<file path="src/rtl/div_unit_iter_pkg.sv">
// Shared core definitions for the iterative divider: op encodings (also used by
// the decoder), FSM state type and the default datapath width.
package div_unit_iter_pkg;

    localparam int unsigned XLEN_DEFAULT = 32;

    localparam logic [1:0] DIV_OP_DIV  = 2'b00;
    localparam logic [1:0] DIV_OP_DIVU = 2'b01;
    localparam logic [1:0] DIV_OP_REM  = 2'b10;
    localparam logic [1:0] DIV_OP_REMU = 2'b11;

    typedef enum logic [1:0] {
        DIV_IDLE = 2'd0,
        DIV_BUSY = 2'd1,
        DIV_DONE = 2'd2
    } div_state_t;

    function automatic logic op_is_signed(input logic [1:0] op);
        return (op == DIV_OP_DIV) || (op == DIV_OP_REM);
    endfunction

    function automatic logic op_is_rem(input logic [1:0] op);
        return (op == DIV_OP_REM) || (op == DIV_OP_REMU);
    endfunction

endpackage

</file>
<file path="src/rtl/div_step.sv">
// One restoring division iteration: shift the next dividend bit into the
// partial remainder, trial-subtract the divisor, keep the result if it fits.
module div_step
    import div_unit_iter_pkg::*;
#(
    parameter int unsigned XLEN = XLEN_DEFAULT
) (
    input  logic [XLEN-1:0] i_rem,
    input  logic [XLEN-1:0] i_quo,
    input  logic [XLEN-1:0] i_div,
    output logic [XLEN-1:0] o_rem,
    output logic [XLEN-1:0] o_quo
);

    // One extra bit so the shifted remainder and the borrow both fit.
    logic [XLEN:0] w_shift;
    logic [XLEN:0] w_diff;
    logic          w_fits;

    assign w_shift = {i_rem, i_quo[XLEN-1]};
    assign w_diff  = w_shift - {1'b0, i_div};
    assign w_fits  = ~w_diff[XLEN];

    assign o_rem = w_fits ? w_diff[XLEN-1:0] : w_shift[XLEN-1:0];
    assign o_quo = {i_quo[XLEN-2:0], w_fits};

endmodule

</file>
<file path="src/rtl/div_unit_iter.sv">
// Iterative radix-2 divider for RV32M DIV/DIVU/REM/REMU in the EXE stage;
// stalls the front of the pipe while busy and pulses done with the result.
module div_unit_iter
    import div_unit_iter_pkg::*;
#(
    parameter int unsigned XLEN = XLEN_DEFAULT
) (
    input  logic            clk,
    input  logic            rst_n,
    input  logic            start,
    input  logic [1:0]      op,
    input  logic [XLEN-1:0] a,
    input  logic [XLEN-1:0] b,
    input  logic [4:0]      rd_in,
    input  logic            kill,
    output logic            stall_req,
    output logic            done,
    output logic [XLEN-1:0] result,
    output logic [4:0]      rd_out
);

    localparam int unsigned CNT_W = (XLEN > 1) ? $clog2(XLEN) : 1;

    div_state_t      r_state;
    div_state_t      w_state_nxt;
    logic [XLEN-1:0] r_rem;
    logic [XLEN-1:0] r_quo;
    logic [XLEN-1:0] r_div;
    logic [XLEN-1:0] r_result;
    logic [CNT_W-1:0] r_cnt;
    logic            r_sign_q;
    logic            r_sign_r;
    logic            r_is_rem;
    logic            r_done;
    logic [4:0]      r_rd;

    logic            w_accept;
    logic            w_signed;
    logic            w_div_zero;
    logic            w_ovf;
    logic            w_special;
    logic            w_last;
    logic [XLEN-1:0] w_abs_a;
    logic [XLEN-1:0] w_abs_b;
    logic [XLEN-1:0] w_spec_res;
    logic [XLEN-1:0] w_step_rem;
    logic [XLEN-1:0] w_step_quo;
    logic [XLEN-1:0] w_quo_fin;
    logic [XLEN-1:0] w_rem_fin;

    assign w_accept   = (r_state == DIV_IDLE) && start && !kill;
    assign w_signed   = op_is_signed(op);
    assign w_div_zero = (b == '0);
    assign w_ovf      = w_signed && (a == {1'b1, {(XLEN-1){1'b0}}}) && (b == '1);
    assign w_special  = w_div_zero || w_ovf;
    assign w_last     = (r_cnt == '0);

    assign w_abs_a = (w_signed && a[XLEN-1]) ? -a : a;
    assign w_abs_b = (w_signed && b[XLEN-1]) ? -b : b;

    // Zero divisor: q = all ones, r = a. Signed overflow: q = a, r = 0.
    assign w_spec_res = op_is_rem(op) ? (w_div_zero ? a : '0)
                                      : (w_div_zero ? '1 : a);

    div_step #(.XLEN(XLEN)) u_step (
        .i_rem (r_rem),
        .i_quo (r_quo),
        .i_div (r_div),
        .o_rem (w_step_rem),
        .o_quo (w_step_quo)
    );

    assign w_quo_fin = r_sign_q ? -w_step_quo : w_step_quo;
    assign w_rem_fin = r_sign_r ? -w_step_rem : w_step_rem;

    always_ff @(posedge clk or negedge rst_n) begin
        if (!rst_n) begin
            r_state <= DIV_IDLE;
        end else begin
            r_state <= w_state_nxt;
        end
    end

    always_comb begin
        w_state_nxt = r_state;
        case (r_state)
            DIV_IDLE: if (start) w_state_nxt = w_special ? DIV_DONE : DIV_BUSY;
            DIV_BUSY: if (w_last) w_state_nxt = DIV_DONE;
            DIV_DONE: w_state_nxt = DIV_IDLE;
            default:  w_state_nxt = DIV_IDLE;
        endcase
        if (kill) w_state_nxt = DIV_IDLE;
    end

    // Combinational so ID/EX is held in the very cycle the op is accepted.
    always_comb begin
        stall_req = 1'b0;
        if (rst_n) begin
            stall_req = (r_state == DIV_BUSY) || w_accept;
        end
    end

    always_ff @(posedge clk or negedge rst_n) begin
        if (!rst_n) begin
            r_rem    <= '0;
            r_quo    <= '0;
            r_div    <= '0;
            r_result <= '0;
            r_cnt    <= '0;
            r_sign_q <= 1'b0;
            r_sign_r <= 1'b0;
            r_is_rem <= 1'b0;
            r_done   <= 1'b0;
            r_rd     <= '0;
        end else begin
            r_done <= 1'b0;
            if (w_accept) begin
                r_rd <= rd_in;
                if (w_special) begin
                    r_result <= w_spec_res;
                    r_done   <= 1'b1;
                end else begin
                    r_rem    <= '0;
                    r_quo    <= w_abs_a;
                    r_div    <= w_abs_b;
                    r_cnt    <= CNT_W'(XLEN - 1);
                    r_sign_q <= w_signed && (a[XLEN-1] ^ b[XLEN-1]);
                    r_sign_r <= w_signed && a[XLEN-1];
                    r_is_rem <= op_is_rem(op);
                end
            end else if ((r_state == DIV_BUSY) && !kill) begin
                r_rem <= w_step_rem;
                r_quo <= w_step_quo;
                if (w_last) begin
                    r_result <= r_is_rem ? w_rem_fin : w_quo_fin;
                    r_done   <= 1'b1;
                end else begin
                    r_cnt <= r_cnt - CNT_W'(1);
                end
            end
        end
    end

    assign done   = r_done;
    assign result = r_result;
    assign rd_out = r_rd;

endmodule

</file>
<file path="config.mk">
export PLATFORM = sky130hd
export DESIGN_NAME = div_unit_iter
export DESIGN_NICKNAME = d
export VERILOG_FILES = /design/src/rtl/div_unit_iter_pkg.sv /design/src/rtl/div_step.sv /design/src/rtl/div_unit_iter.sv
export SDC_FILE = /design/constraint.sdc
export NUM_CORES = 1
export LEC_CHECK = 0
export CAP_MARGIN = 10
export CELL_PAD_IN_SITES_DETAIL_PLACEMENT = 1
export CELL_PAD_IN_SITES_GLOBAL_PLACEMENT = 2
export CORE_MARGIN = 4
export CORE_UTILIZATION = 30
export DETAILED_ROUTE_END_ITERATION = 8
export PLACE_DENSITY = 0.72
export SYNTH_ARGS = -nofsm -noshare
export SYNTH_HDL_FRONTEND = slang
export SYNTH_SLANG_ARGS = --single-unit
</file>
<file path="constraint.sdc">
create_clock -name clk -period 8.9 [get_ports clk]
set_input_delay 1.335 -clock clk [delete_from_list [all_inputs] [get_ports clk]]
set_output_delay 1.335 -clock clk [all_outputs]
set_load 0.1 [all_outputs]
</file>
==> out/summary.txt, run 1 <==
Slew @ Worst Pin = 1.16 ns
Post-CTS setup buffers = 0
Fin crit period = 6.50 ns
Worst Setup Start Kind = register
Port bufs = 113
Die Area = 44200 sq um
Clock buffer count from CTS = 17
First-pass iteration count of the detailed router = 7
Worst-Skew Late Latency = 0.45 ns
Fin nets = 1795
Fmax = 154 MHz
Largest net degree at the start of global routing = 69
Leakage = 5.62 nW
HPWL Detailed = 37700 um
Ys flop type = dfrtp_1
H-tree depth = 4
Drc violations = 0
Worst path required time = 9.27 ns
First-pass GRT wire length = 77000 um
Max-cap viol count = 0
Core Region = 40100 sq um
Final period util = 73.0%
Yosys reg bits = 144
Post-Layout Inst Area = 14500 sq um
R2R depth = 23
Post-synthesis cell area = 12300 sq um
Initial DRC count = 777
CTS tree = yes
Ys async rst share = 100%
RSZ-0062 raised after global routing = no
Post-synth EDFFs = 0
Routability cong. = 0.891
CTS resizes = 0
Clock Tree Root = clkbuf_16
Total I/O pin count = 114
Drt wl/cell = 22.3 um
Kind of critical path = register to register
Commonest cells after routing, fill and taps aside = nand2_1 (221), nor2_1 (161), dfrtp_1 (144)
Count of final setup violators = 0
Net Count, Synth = 1737
FP Rows = 73
Mapped Avg Cell Area = 7.56 sq um
Skew final = 0.0105 ns
Worst Hold Endpoint = rd_out[4]$_DFFE_PN0P_
Final hold violations = 0
Relative slew slack = 22.1%
Outcome = complete, no violations
Diode count = 0
Overall power = 2.80 mW
Post-route ant nets = 0
Drt total wl = 49500 um
Slew Limit Fails = 0
Commonest non-fill, non-tap cell in the layout = nand2_1
CTS Hold Bufs = 0
Reg2reg setup slack = 2.40 ns
Hold depth = 2
Via count = 12400
Global Route Usage Sum = 22.2%
Worst Path Arrival = 6.87 ns
Clock tree sinks = 144
Hold path start = rd_out[4]$_DFFE_PN0P_
Placed cell areas = 13800 sq um
Die W = 210 um
Gr ovfl total = 0
Reg-to-reg critical path startpoint = r_quo[31]$_DFFE_PN0P_
Die height = 210 um
Synth cell types = 83
Hold Crit Class = register to register
Worst-path maximum fanout = 68
Maximum vdd drop = 0.140 mV
Share of cells above drive strength 1 = 4.96%
Yosys warnings = 0
Worst R2R End = result[26]$_DFFE_PN0P_
Longest Clk Path Bufs = 2
Vias in the first global route = 12600
Dpl ws = 2.51 ns
Clk pin slew, worst setup/hold paths = 0.07 ns
Initial antenna violation count = 1
CP endpoint kind = register
Post-Synthesis Cells = 1622
Initial Util = 30.6%
Pwr dens = 194 nW/um^2
Register area share after synthesis = 29.4%
Detail-routed via count per cell = 5.58
Setup TNS = 0 ns
Final Worst Setup Slack = 2.40 ns
Area grow syn2layout = 17.9%
[logic make-up after synthesis]
kind of cell             count (synthesis)  synth area share [%]
AO/OA/AOI/OAI                          509                  25.7
XOR/XNOR                               130                  9.29
adder cells (fa/ha/maj)                 63                  6.02
buffers and inverters                  152                  4.84
flip-flops                             144                  29.4
multiplexers                            21                  1.76
AND/OR/NAND/NOR                        603                  23.0
[flip-flops by register name (all words and copies together), names as in the netlist]
signal and cells:
rd_out 5, r_rem 32, r_is_rem 1, done 1, r_div 32, r_quo 32, r_sign_q 1, result 32
r_sign_r 1, r_state 2, r_cnt 5
[through the flow]
step / util (%) / std cells / hold WS, ns
floorplan: - / 1622 / 0.462
global placement: 34.5 / 2186 / 0.462
detailed placement: 34.5 / 2186 / 0.468
CTS: 36.1 / 2218 / 0.486
global route: 36.1 / 2218 / 0.502
finish: 36.1 / 2218 / 0.479
[routing by layer]
metal | part of all wire, % | vias up | global-route usage, %
met5 | 0 | - | 0
met1 | 49 | 6140 | 32.1
met3 | 3.4 | 36 | 2.50
li1 | - | 5978 | -
met4 | 1.3 | 0 | 5.20
met2 | 46 | 229 | 35.5
[cell type report]
cell class,count,area (sq um)
clock buffer,20,457
tap,525,657
timing repair buffer,133,1280
clock inverter,12,159
fill,4818,25600
multi-input combinational,1326,8080
sequential,144,3600
inverter,58,218
[cell usage after synthesis (all sizes together) (17+ instances only)]
master  count  area, sq um
nor3       49          257
nor4       18          119
nand4      22          138
clkbuf     77          289
nand2     222          833
a211oi     18          140
buf        17         86.3
or4        18          135
nand3      17         85.1
dfrtp     144         3600
xnor2      61          534
o21ai     152          764
mux2i      17          170
maj3       23          230
nor2      162          608
or3        22          138
a31oi      25          156
ha         39          488
o22ai      31          194
inv        58          218
o211ai     21          163
o31ai      25          188
a21oi     142          714
xor2       69          604
[worst max-delay path by stage]
stage                                startpoint                     end  slack (ns)  cells past startpoint
after detailed placement  r_quo[31]$_DFFE_PN0P_  result[24]$_DFFE_PN0P_        2.51                     22
after global routing      r_quo[31]$_DFFE_PN0P_  result[26]$_DFFE_PN0P_        2.01                     23
after CTS                 r_quo[31]$_DFFE_PN0P_  result[26]$_DFFE_PN0P_        2.47                     23
final                     r_quo[31]$_DFFE_PN0P_  result[26]$_DFFE_PN0P_        2.40                     23
after floorplan           r_quo[31]$_DFFE_PN0P_  result[24]$_DFFE_PN0P_        3.18                     24
after global placement    r_quo[31]$_DFFE_PN0P_  result[24]$_DFFE_PN0P_        2.72                     22
[worst max-delay path, cell delays in order (launching register included)]
cell	delay, ns
dfrtp_1	0.40
inv_1	0.09
ha_1	0.17
inv_1	0.05
fa_1	0.41
a211oi_2	0.29
o211ai_2	0.19
a311oi_2	0.44
nor3b_2	0.16
nor3_4	0.13
buf_4	0.50
inv_2	0.11
buf_4	0.36
a21oi_1	0.37
ha_1	0.27
inv_1	0.06
or3_1	0.38
or4_1	0.62
o31ai_1	0.37
o221ai_1	0.27
o31ai_1	0.35
xor2_1	0.18
a21oi_1	0.08
o21ai_1	0.14
[power breakdown]
group	internal, mW	switching (mW)	total, mW	leakage [nW]
Combinational	0.395	0.733	1.13	3.45
Clock	0.458	0.332	0.790	0.297
Sequential	0.759	0.126	0.886	1.88
Total	1.61	1.19	2.80	5.62
No activity file was read; power rests on OpenSTA's default activity.
==> inputs of run 2 (changes only) <==
- clock period: 8.9 -> 6.5 ns (I/O delays scaled with it)
==> run 2 against run 1 <==
Hold slack worse by 0.055 ns. Critical path depth down 3. Maximum frequency up 13%. Sequential power is 38% higher. Global-route usage fell by 0.058 points. Clock skew increased by 0.0033 ns. Critical path type unchanged. Highest routed layer unchanged.
==> out/summary.txt, run 2 (synthesis results as in run 1) <==
Outcome = complete, no violations (unchanged)
CTS resizes = 0 (unchanged)
Clock Tree Root = clkbuf_16 (unchanged)
Layout fillers = 4847 (was 4818)
Worst path required time = 6.82 ns (was 9.27 ns)
Die W = 210 um (unchanged)
Clock buffer count from CTS = 17 (unchanged)
Buf+Inv Stages, Crit Path = 4 (was 6)
Worst-Skew Late Latency = 0.45 ns (about the same)
H-tree depth = 4 (unchanged)
Final hold violations = 0 (unchanged)
Commonest non-fill, non-tap cell in the layout = nand2_1 (unchanged)
CTS tree = yes (unchanged)
Share of cells above drive strength 1 = 4.79% (was 4.96%)
Drc violations = 0 (unchanged)
Initial Util = 30.6% (unchanged)
Post-Layout Inst Area = 14400 sq um (was 14500 sq um)
Placed cell areas = 13800 sq um (about the same)
Fin crit period = 5.77 ns (was 6.50 ns)
First-pass iteration count of the detailed router = 5 (was 7)
Final period util = 88.8% (was 73.0%)
Drt wl/cell = 22.4 um (was 22.3 um)
Die Area = 44200 sq um (unchanged)
Crit-path max cell delay = 0.62 ns (about the same)
CP endpoint kind = register (unchanged)
Commonest cells after routing, fill and taps aside = nand2_1 (221), nor2_1 (161), dfrtp_1 (144) (unchanged)
Slew @ Worst Pin = 1.18 ns (was 1.16 ns)
RSZ-0062 raised after global routing = no (unchanged)
Port bufs = 113 (unchanged)
Post-Layout Cell Count = 2216 (was 2218)
CP max stage cell = or4_1 (unchanged)
Relative slew slack = 21.3% (was 22.1%)
Initial antenna violation count = 0 (was 1)
Setup TNS = 0 ns (unchanged)
Global Route Usage Sum = 22.1% (was 22.2%)
Core Region = 40100 sq um (unchanged)
Kind of critical path = register to register (unchanged)
Hold Crit Class = primary input to async pin (was register to register)
Leakage = 5.60 nW (was 5.62 nW)
Clk pin slew, worst setup/hold paths = 0.07 ns (about the same)
Maximum vdd drop = 0.200 mV (was 0.140 mV)
Flip-flop and latch area = 3600 sq um (unchanged)
Post-CTS setup buffers = 0 (unchanged)
Fmax = 173 MHz (was 154 MHz)
Skew final = 0.0137 ns (was 0.0105 ns)
Area of the multi-input gates = 8080 sq um (unchanged)
Fin nets = 1793 (was 1795)
Diode count = 0 (unchanged)
Largest net degree at the start of global routing = 65 (was 69)
Worst Setup Start Kind = register (unchanged)
Crit-path cells = inv_1 -> ha_1 -> inv_1 -> fa_1 -> a211oi_2 -> o211ai_2 -> a311oi_2 -> o211a_1 -> nor3_4 -> inv_2 -> mux2i_1 -> ha_1 -> inv_1 -> or3_1 -> or4_1 -> o32a_1 -> o21bai_1 -> nor3_1 -> a31oi_1 -> nand4b_1 (was inv_1 -> ha_1 -> inv_1 -> fa_1 -> a211oi_2 -> o211ai_2 -> a311oi_2 -> nor3b_2 -> nor3_4 -> buf_4 -> inv_2 -> buf_4 -> a21oi_1 -> ha_1 -> inv_1 -> or3_1 -> or4_1 -> o31ai_1 -> o221ai_1 -> o31ai_1 -> xor2_1 -> a21oi_1 -> o21ai_1)
Initial DRC count = 850 (was 777)
Area grow syn2layout = 17.7% (was 17.9%)
Die height = 210 um (unchanged)
Worst-path maximum fanout = 6 (was 68)
Pwr dens = 263 nW/um^2 (was 194 nW/um^2)
Placed insts = 2184 (was 2186)
Worst Path Arrival = 6.09 ns (was 6.87 ns)
FP Rows = 73 (unchanged)
Gr ovfl total = 0 (unchanged)
Slew Limit Fails = 0 (unchanged)
Clock tree sinks = 144 (unchanged)
CP top delay family = compound AO/OA/AOI/OAI gates (unchanged)
Detail-routed via count per cell = 5.61 (was 5.58)
Count of final setup violators = 0 (unchanged)
Vias in the first global route = 12500 (was 12600)
CP dominant cell by count = inv_1 (unchanged)
Post-route ant nets = 0 (unchanged)
Longest Clk Path Bufs = 2 (unchanged)
Via count = 12400 (about the same)
Max-cap viol count = 0 (unchanged)
Routability cong. = 0.870 (was 0.891)
First-pass GRT wire length = 77000 um (about the same)
CTS Hold Bufs = 0 (unchanged)
HPWL Detailed = 38500 um (was 37700 um)
Worst hold margin = 0.424 ns (was 0.479 ns)
Total I/O pin count = 114 (unchanged)
Drt total wl = 49700 um (was 49500 um)
## run 2: cell count changes in the layout (fill, tap and decap cells not counted), sizes merged
cell | previous run | this run
buf | 21 | 19
inv | 59 | 61
bufinv | 3 | 2
clkinv | 6 | 3
clkinvlp | 2 | 3
clkbuf | 20 | 21
## run 2: report_power, final
group	leakage (nW)	switching (mW)	internal (mW)
Combinational	3.44	0.991	0.543
Sequential	1.88	0.180	1.04
Clock	0.282	0.452	0.590
## run 2: stage by stage
step	utilization [%]	setup slack [ns]	power [mW]
global route	36.0	0.345	4.03
finish	36.0	0.730	3.80
detailed placement	34.5	0.842	2.76
floorplan	-	0.783	2.24
global placement	34.5	1.07	2.74
CTS	36.0	0.777	3.82
## run 2: cell type report
class / count / area share [%]
Clock buffer: 21 / 3.19
Clock inverter: 11 / 0.902
Inverter: 58 / 1.51
Multi-Input combinational cell: 1326 / 56.0
Sequential cell: 144 / 25.0
Tap cell: 525 / 4.55
Timing Repair Buffer: 131 / 8.87
## run 2: metal layers
layer  vias to the layer above  GRT usage, %  wire (um)
met5                         -             0          0
met2                       236          35.5      22600
li1                       5975             -          -
met3                        35          2.99       1840
met4                         0          4.82        711
met1                      6193          31.8      24500
## run 2: final timing paths
path                                       startpoint                     end  slack, ns  cells past startpoint
worst max-delay path            r_quo[31]$_DFFE_PN0P_  result[30]$_DFFE_PN0P_       0.73                     20
worst min-delay path                            rst_n   r_div[23]$_DFFE_PN0P_       0.42                      1
worst max register to register  r_quo[31]$_DFFE_PN0P_  result[30]$_DFFE_PN0P_       0.73                     20
worst min register to register  rd_out[4]$_DFFE_PN0P_   rd_out[4]$_DFFE_PN0P_       0.47                      2
max in group asynchronous                       rst_n   r_rem[17]$_DFFE_PN0P_       4.11                      3
min in group clk                rd_out[4]$_DFFE_PN0P_   rd_out[4]$_DFFE_PN0P_       0.47                      2
## run 2: worst register-to-register path, stage by stage (launching register included)
cell	delay (ns)
dfrtp_1	0.40
inv_1	0.10
ha_1	0.18
inv_1	0.06
fa_1	0.42
a211oi_2	0.33
o211ai_2	0.18
a311oi_2	0.44
o211a_1	0.36
nor3_4	0.08
inv_2	0.12
mux2i_1	0.32
ha_1	0.24
inv_1	0.05
or3_1	0.38
or4_1	0.62
o32a_1	0.46
o21bai_1	0.24
nor3_1	0.32
a31oi_1	0.14
nand4b_1	0.20
==> inputs of run 3 (changes only) <==
- CORE_MARGIN: 4 -> 3
==> run 3 against run 2 <==
Cell count about the same. Hold slack improved by 0.024 ns. Utilization increased by 0.13 points. Non-clock buffer count unchanged. Via count increased by 0.59%. Power increased by 1.6%. Global-route usage increased by 0.89 points. Setup slack got worse by 0.055 ns. Critical endpoint is now result[26]$_DFFE_PN0P_. Maximum frequency decreased by 0.94%.
==> out/summary.txt, run 3 (synthesis results as in run 1) <==
Clock tree sinks = 144 (unchanged)
Metal-1 WL = 25100 um (was 24500 um)
Worst Setup Start Kind = register (unchanged)
R2R depth = 21 (was 20)
Worst-path maximum fanout = 10 (was 6)
Initial antenna violation count = 2 (was 0)
Area grow syn2layout = 17.9% (was 17.7%)
Worst path required time = 6.87 ns (was 6.82 ns)
Worst Path Arrival = 6.20 ns (was 6.09 ns)
Kind of critical path = register to register (unchanged)
Slew @ Worst Pin = 1.15 ns (was 1.18 ns)
H-tree depth = 4 (unchanged)
Reg2reg setup slack = 0.67 ns (was 0.73 ns)
Skew final = 0.0145 ns (was 0.0137 ns)
First-pass GRT wire length = 78700 um (was 77000 um)
Worst hold margin = 0.448 ns (was 0.424 ns)
Maximum vdd drop = 0.199 mV (was 0.200 mV)
Worst R2R End = result[26]$_DFFE_PN0P_ (was result[30]$_DFFE_PN0P_)
Leakage = 5.61 nW (was 5.60 nW)
CP endpoint kind = register (unchanged)
Relative slew slack = 22.9% (was 21.3%)
Total I/O pin count = 114 (unchanged)
Final period util = 89.6% (was 88.8%)
Worst-Skew Late Latency = 0.46 ns (was 0.45 ns)
Fmax = 172 MHz (was 173 MHz)
CTS tree = yes (unchanged)
Routability cong. = 0.824 (was 0.870)
Die Area = 43300 sq um (was 44200 sq um)
Clock Tree Root = clkbuf_16 (unchanged)
Port bufs = 113 (unchanged)
Fin crit period = 5.83 ns (was 5.77 ns)
Setup TNS = 0 ns (unchanged)
Slew Limit Fails = 0 (unchanged)
Drt total wl = 50300 um (was 49700 um)
Detail-routed via count per cell = 5.65 (was 5.61)
Initial Util = 30.6% (about the same)
FP Rows = 73 (unchanged)
CTS resizes = 0 (unchanged)
Commonest non-fill, non-tap cell in the layout = nand2_1 (unchanged)
Diode count = 0 (unchanged)
Metal3 WL = 1670 um (was 1840 um)
Gr ovfl total = 0 (unchanged)
Initial DRC count = 873 (was 850)
Post-route ant nets = 0 (unchanged)
Final Worst Setup Slack = 0.675 ns (was 0.730 ns)
Commonest cells after routing, fill and taps aside = nand2_1 (221), nor2_1 (161), dfrtp_1 (144) (unchanged)
Via count = 12500 (was 12400)
Core Region = 40000 sq um (was 40100 sq um)
Hold Crit Class = primary input to async pin (unchanged)
Clock buffer count from CTS = 17 (unchanged)
Count of final setup violators = 0 (unchanged)
Global Route Usage Sum = 23.0% (was 22.1%)
Dpl ws = 0.809 ns (was 0.842 ns)
Final hold violations = 0 (unchanged)
Longest Clk Path Bufs = 2 (unchanged)
First-pass iteration count of the detailed router = 5 (unchanged)
RSZ-0062 raised after global routing = no (unchanged)
DR WL met2 = 22600 um (about the same)
Share of cells above drive strength 1 = 4.62% (was 4.79%)
Die W = 208 um (was 210 um)
Outcome = complete, no violations (unchanged)
Reg-to-reg critical path startpoint = r_quo[31]$_DFFE_PN0P_ (unchanged)
Pwr dens = 267 nW/um^2 (was 263 nW/um^2)
Clk pin slew, worst setup/hold paths = 0.07 ns (about the same)
Max-cap viol count = 0 (unchanged)
Post-CTS setup buffers = 0 (unchanged)
Fin nets = 1793 (unchanged)
CTS Hold Bufs = 0 (unchanged)
Largest net degree at the start of global routing = 65 (unchanged)
Vias in the first global route = 12700 (was 12500)
Drt wl/cell = 22.7 um (was 22.4 um)
Drc violations = 0 (unchanged)
DR top layer = met5 (was met4)
Die height = 208 um (was 210 um)
HPWL Detailed = 38300 um (was 38500 um)
run 3: cell types whose count changed in the layout (fill, tap and decap cells not counted):
cell / change
inv_8: -1
clkbuf_1: +1
clkinv_2: -1
inv_6: -1
clkbuf_8: -1
clkinvlp_4: -1
bufinv_16: +2
run 3: worst max-delay path by stage:
stage / start / to / slack (ns) / depth (start not counted)
after floorplan: r_quo[31]$_DFFE_PN0P_ / result[24]$_DFFE_PN0P_ / 0.78 / 24
final: r_quo[31]$_DFFE_PN0P_ / result[26]$_DFFE_PN0P_ / 0.67 / 21
after global placement: r_quo[31]$_DFFE_PN0P_ / result[26]$_DFFE_PN0P_ / 0.99 / 21
after detailed placement: r_quo[31]$_DFFE_PN0P_ / result[26]$_DFFE_PN0P_ / 0.81 / 21
after CTS: r_quo[31]$_DFFE_PN0P_ / result[26]$_DFFE_PN0P_ / 0.74 / 21
after global routing: r_quo[31]$_DFFE_PN0P_ / result[26]$_DFFE_PN0P_ / 0.24 / 21
run 3: per-stage QoR:
step | power (mW) | util [%] | cells | instance area (sq um)
2_1_floorplan | 2.24 | - | 1622 | 12300
3_3_place_gp | 2.75 | 34.6 | 2184 | 13800
3_5_place_dp | 2.77 | 34.6 | 2184 | 13800
4_1_cts | 3.88 | 36.1 | 2214 | 14400
5_1_grt | 4.11 | 36.1 | 2214 | 14400
6_report | 3.86 | 36.1 | 2214 | 14400
run 3: layer usage:
metal	vias to the layer above	global-route usage [%]
li1	5961	-
met1	6256	33.6
met2	236	36.0
met3	57	3.03
met4	2	5.42
met5	-	0
run 3: where the power goes:
part / internal (mW) / total, mW / switching [mW]
registers: 1.04 / 1.22 / 0.183
logic: 0.543 / 1.55 / 1.00
clock network: 0.650 / 1.09 / 0.439
run 3: worst max-delay path, stage by stage, from the launching register on:
cell and delay [ns]:
dfrtp_1 0.40, inv_1 0.09, ha_1 0.17, inv_1 0.05
fa_1 0.41, a211oi_2 0.30, o211ai_2 0.19, a311oi_2 0.42
o211a_1 0.35, nor3_4 0.08, inv_2 0.16, mux2i_1 0.34
ha_1 0.25, inv_1 0.06, or3_1 0.40, or4_1 0.60
o31ai_1 0.37, o221ai_1 0.25, o31ai_1 0.39, xor2_1 0.21
a21oi_1 0.09, o21ai_1 0.13
run 3: final cells by class:
cell class	instances	area (sq um)
multi-input cells	1326	8080
well taps	525	657
clock inverters	9	158
fillers	4904	25600
clock buffers	21	450
flip-flops and latches	144	3600
repair buffers	131	1280
inverters	58	218
